File: src/rtl/cnn_pkg.sv
// cnn_pkg: definitions shared by the CNN datapath blocks (FIFO array,
// skew reader, PE array): read-sequencer state encodings, default array
// geometry and the FIFO read latency.
package cnn_pkg;

   // Read-sequencer states; encodings are fixed so other blocks and
   // debug tooling can decode them.
   typedef enum logic [1:0] {
      ST_IDLE  = 2'd0,
      ST_RUN   = 2'd1,
      ST_DRAIN = 2'd2,
      ST_DONE  = 2'd3
   } state_t;

   // Default geometry, shared with the FIFO array and the PE array.
   localparam int DEF_DATA_SIZE  = 16;
   localparam int DEF_ARRAY_SIZE = 9;

   // Cycles from a FIFO read enable to its word on the FIFO output bus.
   localparam int FIFO_RD_LATENCY = 1;

endpackage

File: src/rtl/fifo_skew_reader.sv
// fifo_skew_reader: read-side sequencer for the lane FIFO array. Drains
// len words per lane, lane i trailing lane 0 by i steps, to build the
// diagonal wavefront for the systolic PE array. Registers the returned
// words and tags each lane with a valid bit.
//
// Build option: define FIFO_SKEW_READER_ZERO_PAD_EN to force each lane's
// data_out to 0 whenever its data_valid is low; otherwise data_out holds
// the last valid word.
module fifo_skew_reader
   import cnn_pkg::*;
#(
   parameter int DATA_SIZE  = DEF_DATA_SIZE,
   parameter int ARRAY_SIZE = DEF_ARRAY_SIZE,
   parameter int LEN_W      = 16
) (
   input  logic                            r_clk,
   input  logic                            rclear,
   input  logic                            start,
   input  logic [LEN_W-1:0]                len,
   input  logic                            hold,
   input  logic [ARRAY_SIZE-1:0]           empty,
   input  logic [DATA_SIZE*ARRAY_SIZE-1:0] fifo_data,
   output logic [ARRAY_SIZE-1:0]           r_en,
   output logic [DATA_SIZE*ARRAY_SIZE-1:0] data_out,
   output logic [ARRAY_SIZE-1:0]           data_valid,
   output logic                            busy,
   output logic                            done
);

   // Step counter and length are one bit wider than len so that
   // len + ARRAY_SIZE - 1 never wraps, even at the maximum len.
   localparam int KW = LEN_W + 1;

   // Wait after the last issue: FIFO latency plus the output register.
   localparam int DRAIN_CYCLES = FIFO_RD_LATENCY + 1;

   // The final step index is len + ARRAY_SIZE - 2.
   localparam logic [KW-1:0] LAST_OFS = KW'(ARRAY_SIZE - 2);

   state_t                state;
   logic [KW-1:0]         k;
   logic [KW-1:0]         len_q;
   logic [KW-1:0]         last_k;
   logic [1:0]            drain_cnt;
   logic [ARRAY_SIZE-1:0] active;
   logic [ARRAY_SIZE-1:0] rd_pend;
   logic                  step;

   assign last_k = len_q + LAST_OFS;

   // A step fires only when every lane inside its window can read, so the
   // whole wavefront advances or stalls together and alignment is kept.
   // NOTE: r_en is a pure continuous assignment of state, k, empty and
   // hold -- every bit always has a value, so no latch can be inferred.
   assign step = (state == ST_RUN) && !hold && ((active & empty) == '0);
   assign r_en = step ? active : '0;

   // Sequencer FSM: start/length capture, step counting, drain and done.
   // NOTE: all sequential state uses non-blocking assignments so every
   // register samples pre-edge values regardless of statement order.
   always_ff @(posedge r_clk or posedge rclear) begin
      if (rclear) begin
         state     <= ST_IDLE;
         k         <= '0;
         len_q     <= '0;
         drain_cnt <= '0;
         busy      <= 1'b0;
         done      <= 1'b0;
      end else begin
         done <= 1'b0;
         unique case (state)
            ST_IDLE: begin
               if (start) begin
                  len_q <= KW'(len);
                  k     <= '0;
                  busy  <= 1'b1;
                  state <= ST_RUN;
               end
            end
            ST_RUN: begin
               if (len_q == '0) begin
                  // Empty transfer: no lane ever enters its window.
                  state <= ST_DONE;
                  done  <= 1'b1;
               end else if (step) begin
                  k <= k + KW'(1);
                  if (k == last_k) begin
                     drain_cnt <= '0;
                     state     <= ST_DRAIN;
                  end
               end
            end
            ST_DRAIN: begin
               if (drain_cnt == 2'(DRAIN_CYCLES - 1)) begin
                  state <= ST_DONE;
                  done  <= 1'b1;
               end else begin
                  drain_cnt <= drain_cnt + 2'd1;
               end
            end
            ST_DONE: begin
               busy  <= 1'b0;
               state <= ST_IDLE;
            end
         endcase
      end
   end

   // Read pipeline: a read issued in cycle c returns data in c+1, which is
   // registered and flagged valid in c+2.
   always_ff @(posedge r_clk or posedge rclear) begin
      if (rclear) begin
         rd_pend    <= '0;
         data_valid <= '0;
      end else begin
         rd_pend    <= r_en;
         data_valid <= rd_pend;
      end
   end

   for (genvar i = 0; i < ARRAY_SIZE; i++) begin : g_lane
      localparam logic [KW-1:0] LANE_IDX = KW'(i);

      logic [DATA_SIZE-1:0] word_q;

      // Lane i reads while i <= k < i + len.
      assign active[i] = (k >= LANE_IDX) && (k < LANE_IDX + len_q);

      // Lane output register: capture the returning FIFO word.
      // NOTE: the data registers are reset too, since data_out must read
      // 0 after rclear; they are flops here, not a memory array.
      always_ff @(posedge r_clk or posedge rclear) begin
         if (rclear) begin
            word_q <= '0;
         end else begin
`ifdef FIFO_SKEW_READER_ZERO_PAD_EN
            word_q <= rd_pend[i] ? fifo_data[i*DATA_SIZE +: DATA_SIZE] : '0;
`else
            if (rd_pend[i]) begin
               word_q <= fifo_data[i*DATA_SIZE +: DATA_SIZE];
            end
`endif
         end
      end

      assign data_out[i*DATA_SIZE +: DATA_SIZE] = word_q;
   end

endmodule
File: config.mk
export PLATFORM = sky130hd
export DESIGN_NAME = fifo_skew_reader
export DESIGN_NICKNAME = d
export VERILOG_FILES = /design/src/rtl/cnn_pkg.sv /design/src/rtl/fifo_skew_reader.sv
export SDC_FILE = /design/constraint.sdc
export NUM_CORES = 1
export LEC_CHECK = 0
export ABC_AREA = 1
export CAP_MARGIN = 20
export CORE_MARGIN = 1.5
export CORE_UTILIZATION = 35
export DETAILED_ROUTE_END_ITERATION = 12
export SLEW_MARGIN = 20
export SYNTH_ARGS = -nofsm -noshare
export SYNTH_HDL_FRONTEND = slang
export SYNTH_SLANG_ARGS = --single-unit
File: constraint.sdc
create_clock -name r_clk -period 19.9 [get_ports r_clk]
set_clock_uncertainty 0.1 [all_clocks]
set_input_delay 2.985 -clock r_clk [delete_from_list [all_inputs] [get_ports r_clk]]
set_output_delay 2.985 -clock r_clk [all_outputs]
set_load 0.1 [all_outputs]
Word level (Yosys, flattened, before mapping):

Index checks and enable logic that the tools add are counted.

* bitwise operators: 1
* equal/unequal tests: 13
* $add $sub $neg: 10
* reduce and logical (&&, ||, !) cells: 23
* mux-type cells: 21
* $lt $le $gt $ge: 18

Operator list (count)
* $lt A17 B17 Y1: 8
* $add A3 B16 Y17 const A: 4
* $ge A17 B3 Y1 const B: 4
* $mux W17: 3
* $add A2 B16 Y17 const A: 2
* $ge A17 B1 Y1 const B: 2
* $ge A17 B2 Y1 const B: 2
* $pmux W17 S2: 1
* $mux W2: 9
* $add A1 B16 Y17 const A: 1
* $add A17 B1 Y17 const B: 1
* $add A4 B16 Y17 const A: 1
* $eq A17 B17 Y1: 1
* $ge A17 B4 Y1 const B: 1
* $logic_not A17 Y1: 1
* $lt A17 B16 Y1: 1
* $logic_and A1 B1 Y1: 11
* $ne A2 B2 Y1 const B: 5
* $and A9 B9 Y9: 1
* $logic_not A9 Y1: 1
* $mux W9: 1
* $pmux W2 S4: 1
* $reduce_and A4 Y1: 2
* $reduce_bool A2 Y1: 3
* 13 further kinds: 19

* input port bits: 173
* bits in registers: 201

Logic depth before layout (Yosys ltp):

* depth after elaboration: 9
* gate-level depth with buffers: 27

Worst setup path before layout:

Ideal clock, no wire load.

* kind: input port to output port
* from: input hold
* to: output r_en[0]
* required time: 16.815 ns
* cell stages on the path: 6
* arrival: 4.810 ns
* slack: 12.005 ns
* buffers on the path: 1
* cells stage by stage: nor2_1 -> nand3_1 -> nor2_4 -> nand3_4 -> buf_6 -> nor2_1

* cells in the longest elaborated chain, start to end: 4

Ends and longest elaborated chain
* start: declaration: line fifo_skew_reader.sv:20 `input logic hold,`
* $logic_not A1 Y1: line fifo_skew_reader.sv:55 `assign step = (state == ST_RUN) && !hold && ((active & empty) == '0);`
* $logic_and A1 B1 Y1 (2 in a row): line fifo_skew_reader.sv:55
* $mux W9: line fifo_skew_reader.sv:56 `assign r_en = step ? active : '0;`
* end: declaration: line fifo_skew_reader.sv:23 `output logic [ARRAY_SIZE-1:0] r_en,`

No other way between the ends.

Worst setup path after layout:

* from: register len_q[1]
* to: output r_en[4]

* cells in the longest elaborated chain, start to end: 7

Ends and longest elaborated chain
* start: declaration: line fifo_skew_reader.sv:42 `logic [KW-1:0] len_q;`
* start signal: assignment: line fifo_skew_reader.sv:74 `len_q <= KW'(len);`
* $add A1 B16 Y17 (tied with other cells): line fifo_skew_reader.sv:127 `assign active[i] = (k >= LANE_IDX) && (k < LANE_IDX + len_q);`
* $lt A17 B17 Y1: line fifo_skew_reader.sv:127
* $logic_and A1 B1 Y1: line fifo_skew_reader.sv:127
* $and A9 B9 Y9: line fifo_skew_reader.sv:55
* $logic_not A9 Y1: line fifo_skew_reader.sv:55
* $logic_and A1 B1 Y1: line fifo_skew_reader.sv:55
* $mux W9 (*): line fifo_skew_reader.sv:56

Every way passes the cells marked *; elsewhere a longest branch is shown, timed or not.

==> run_results.csv <==
group,metric,value,unit
sta,worst_pin_slew,1079,ps
sta,min_period,8808,ps
synthesis,syn-cell-area,13480,sq um
min_path,min_path_cells,2,
synthesis,synth_edf_count,0,
drt,drt_iter0_drc,656,
pwr,p_total,2.409,mW
run,cap_viol_max_count,0,
sta,clock.fmax,0.1135,GHz
drt,ant_nets,0,
sta,worst_slack,11090,ps
clock_tree,cts_num_sinks,201,
place,portBuffers,336,
synthesis,synth_top_cell_area_share,0.3730,
synthesis,yosysWarningCount,0,
sta,max_slew_margin,0.2784,
die,pin_count,337,
setup_path,cp.required,16820,ps
setup_path,r2r-end,"k[14]$_DFFE_PP0P_",
synthesis,synthCells,1494,
setup_path,crit_path_end_kind,"primary output",
clock_tree,cts.reportedPaths.clkPinSlew,60,ps
pwr,p_per_area,132.9,nW/um^2
grt,grt_pass1_vias,11360,
setup_path,worstSetupPathType,"flop to primary output",
grt,grtUsageTotal,0.2193,
synthesis,async_flop_share,1.000,
setup_path,reg2reg_from,"len_q[3]$_DFFE_PP0P_",
clock_tree,cts-buffers-inserted,24,
synthesis,synth_flop_cell,"dfrtp_1",
setup_path,rrSetupSlack,15050,ps
synthesis,yosysUniqueCellTypes,39,
die,die-area,39710,sq um
grt,antenna_found_initial,2,
final_layout,area_delta_synth_final,34.41,%
setup_path,start_kind,"flop",
die,core_area,37760,sq um
setup_path,worstPathMaxFanout,12,
synthesis,avgSynthCellArea,9.026,sq um
synthesis,synth_common_cells,"303 x nand2_1, 201 x dfrtp_1, 159 x ha_1, 150 x nor2_1, 144 x mux2_2",
synthesis,synth_area_leaders,"dfrtp_1 37%, ha_1 15%, mux2_2 12%",
sta,rsz0062_at_grt,"no",
pwr,p_leak,8.519,nW
clock_tree,holdBufCountCts,0,
die,start_util,0.3571,
min_path,hold_end,"drain_cnt[1]$_DFFE_PP0P_",
place,place_area,17300,sq um
synthesis,yosysMostFrequentCell,"nand2_1",
setup_path,ff2ff_path_depth,24,
final_layout,drive_above_1_share,0.1372,
clock_tree,htree_levels,1,
grt,overflow,0,
grt,grt_first_pass_wirelength,66180,um
setup_path,cp.arrival,5720,ps
place,placedCellCount,2301,
final_layout,final_cells,2342,
min_path,hold_start,"drain_cnt[1]$_DFFE_PP0P_",
drt,wl_per_cell,18.95,um
min_path,min-delay-path-class,"flop to flop",
grt,grt_max_degree,151,
drt,drt-pass1-iter-count,5,
pwr,peakVddDrop,0.00007296,V
clock_tree,cts_resized,0,
clock_tree,postCtsSetupRepairBufs,0,
sta,timing.final.crit_share,0.4426,
outcome,status,"completed",
drt,drt-vias-per-instance,4.877,
synthesis,synth-seq-cells,201,
place,place_congestion,0.9597,
clock_tree,cts_tree,"built",
sta,maxSlewViolCount,0,
synthesis,synth_area_leader_cell,"dfrtp_1",
drt,vias,11420,
place,dp_hpwl,35020,um
final_layout,nNetsFinal,2148,
synthesis,yosysSeqAreaShare,0.3730,
die,dieHeight,199.3,um
drt,drc,0,
clock_tree,cts_buffer_depth,3,
drt,drt-total-wl,44380,um
clock_tree,clockRootBuffer,"clkbuf_16",
sta,finalHoldViolCount,0,
synthesis,syn_nets,1826,
place,pre_cts_ws,11230,ps
sta,setup_violations,0,
final_layout,finalInstanceArea,18120,sq um
die,row_count,71,
die,die_w,199.3,um
sta,tns,0,ps
clock_tree,insertion_delay,520,ps
-- through the flow --
stage / utilization / hold WS [ps]
2_1_floorplan: - / 251.9
3_3_place_gp: 0.4582 / 370.5
3_5_place_dp: 0.4582 / 373.8
4_1_cts: 0.4798 / 388.4
5_1_grt: 0.4800 / 417.6
6_report: 0.4800 / 386.0
-- cell usage in the layout, fill, tap and decap left out, drive strengths merged, types with 44 or more instances in the layout --
master / count
dfrtp: 201
nand3: 44
xor2: 87
nor2: 163
inv: 124
o21ai: 63
mux2: 144
a21oi: 61
clkdlybuf4s50: 336
nand2: 322
ha: 159
-- flip-flops by register name, indices dropped and copies added, names as in the netlist --
name and flops:
g_lane.word_q 144, k 17, len_q 16, data_valid 9
rd_pend 9, drain_cnt 2, state 2, busy 1
done 1
-- worst max-delay path: stages (launching register included) --
cell and delay [ps]:
dfrtp_1 510, inv_1 420, ha_1 340, inv_1 80
a21oi_1 400, inv_1 170, nand2_1 170, nor2_1 80
xor2_1 150, ha_1 280, nand2_1 80, nor3_1 200
nand2_1 130, nor2_1 130, nor2_1 70, nand4_1 110
nand2_1 80, nor2_2 120, nand3_4 240, nor2_1 270
clkdlybuf4s50_1 1190
-- routing by layer --
| metal | vias up | share of wire | GRT usage |
|---|---|---|---|
| met2 | 351 | 0.50 | 0.3878 |
| met4 | 2 | 0.023 | 0.06285 |
| met3 | 59 | 0.070 | 0.04169 |
| li1 | 5596 | - | - |
| met5 | - | 0.00029 | 0 |
| met1 | 5414 | 0.41 | 0.2698 |
-- report_power, final --
group          switching (mW)  total [mW]  internal (mW)
Clock                   0.171       0.450          0.279
Combinational           0.973        1.36          0.389
Sequential             0.0993       0.597          0.498
Total                    1.24        2.41           1.17
-- worst max-delay path by stage --
stage | start | to | slack [ps] | depth (start not counted)
2_1_floorplan | rclear | busy$_DFFE_PP0P_ | 11330 | 1
3_5_place_dp | hold | r_en[4] | 11230 | 7
5_1_grt | len_q[3]$_DFFE_PP0P_ | r_en[4] | 10670 | 20
3_3_place_gp | empty[0] | r_en[4] | 11230 | 7
4_1_cts | len_q[2]$_DFFE_PP0P_ | r_en[4] | 11080 | 20
6_report | len_q[1]$_DFFE_PP0P_ | r_en[4] | 11090 | 20
-- final cells by class --
type                       count  area (sq um)
tap                          511         639.4
fill                        3584         19630
timing repair buffer         339          3386
clock inverter                 5         82.58
clock buffer                  35         733.2
multi-input combinational   1122          7757
antenna                        1         2.502
sequential                   201          5030
inverter                     128         493.0
-- cells by family (layout without fill, tap and decap cells) --
| logic type | Yosys count | in the layout | share of synthesized area |
|---|---|---|---|
| simple gates | 586 | 586 | 0.1874 |
| flops | 201 | 201 | 0.3730 |
| buf+inv | 171 | 507 | 0.05168 |
| fa+ha+maj | 159 | 159 | 0.1475 |
| mux | 144 | 144 | 0.1203 |
| compound gates | 143 | 143 | 0.06161 |
| xor+xnor | 90 | 90 | 0.05846 |
| other cells | 0 | 1 | 0 |
Note: power is estimated with default switching activity, not from simulation.
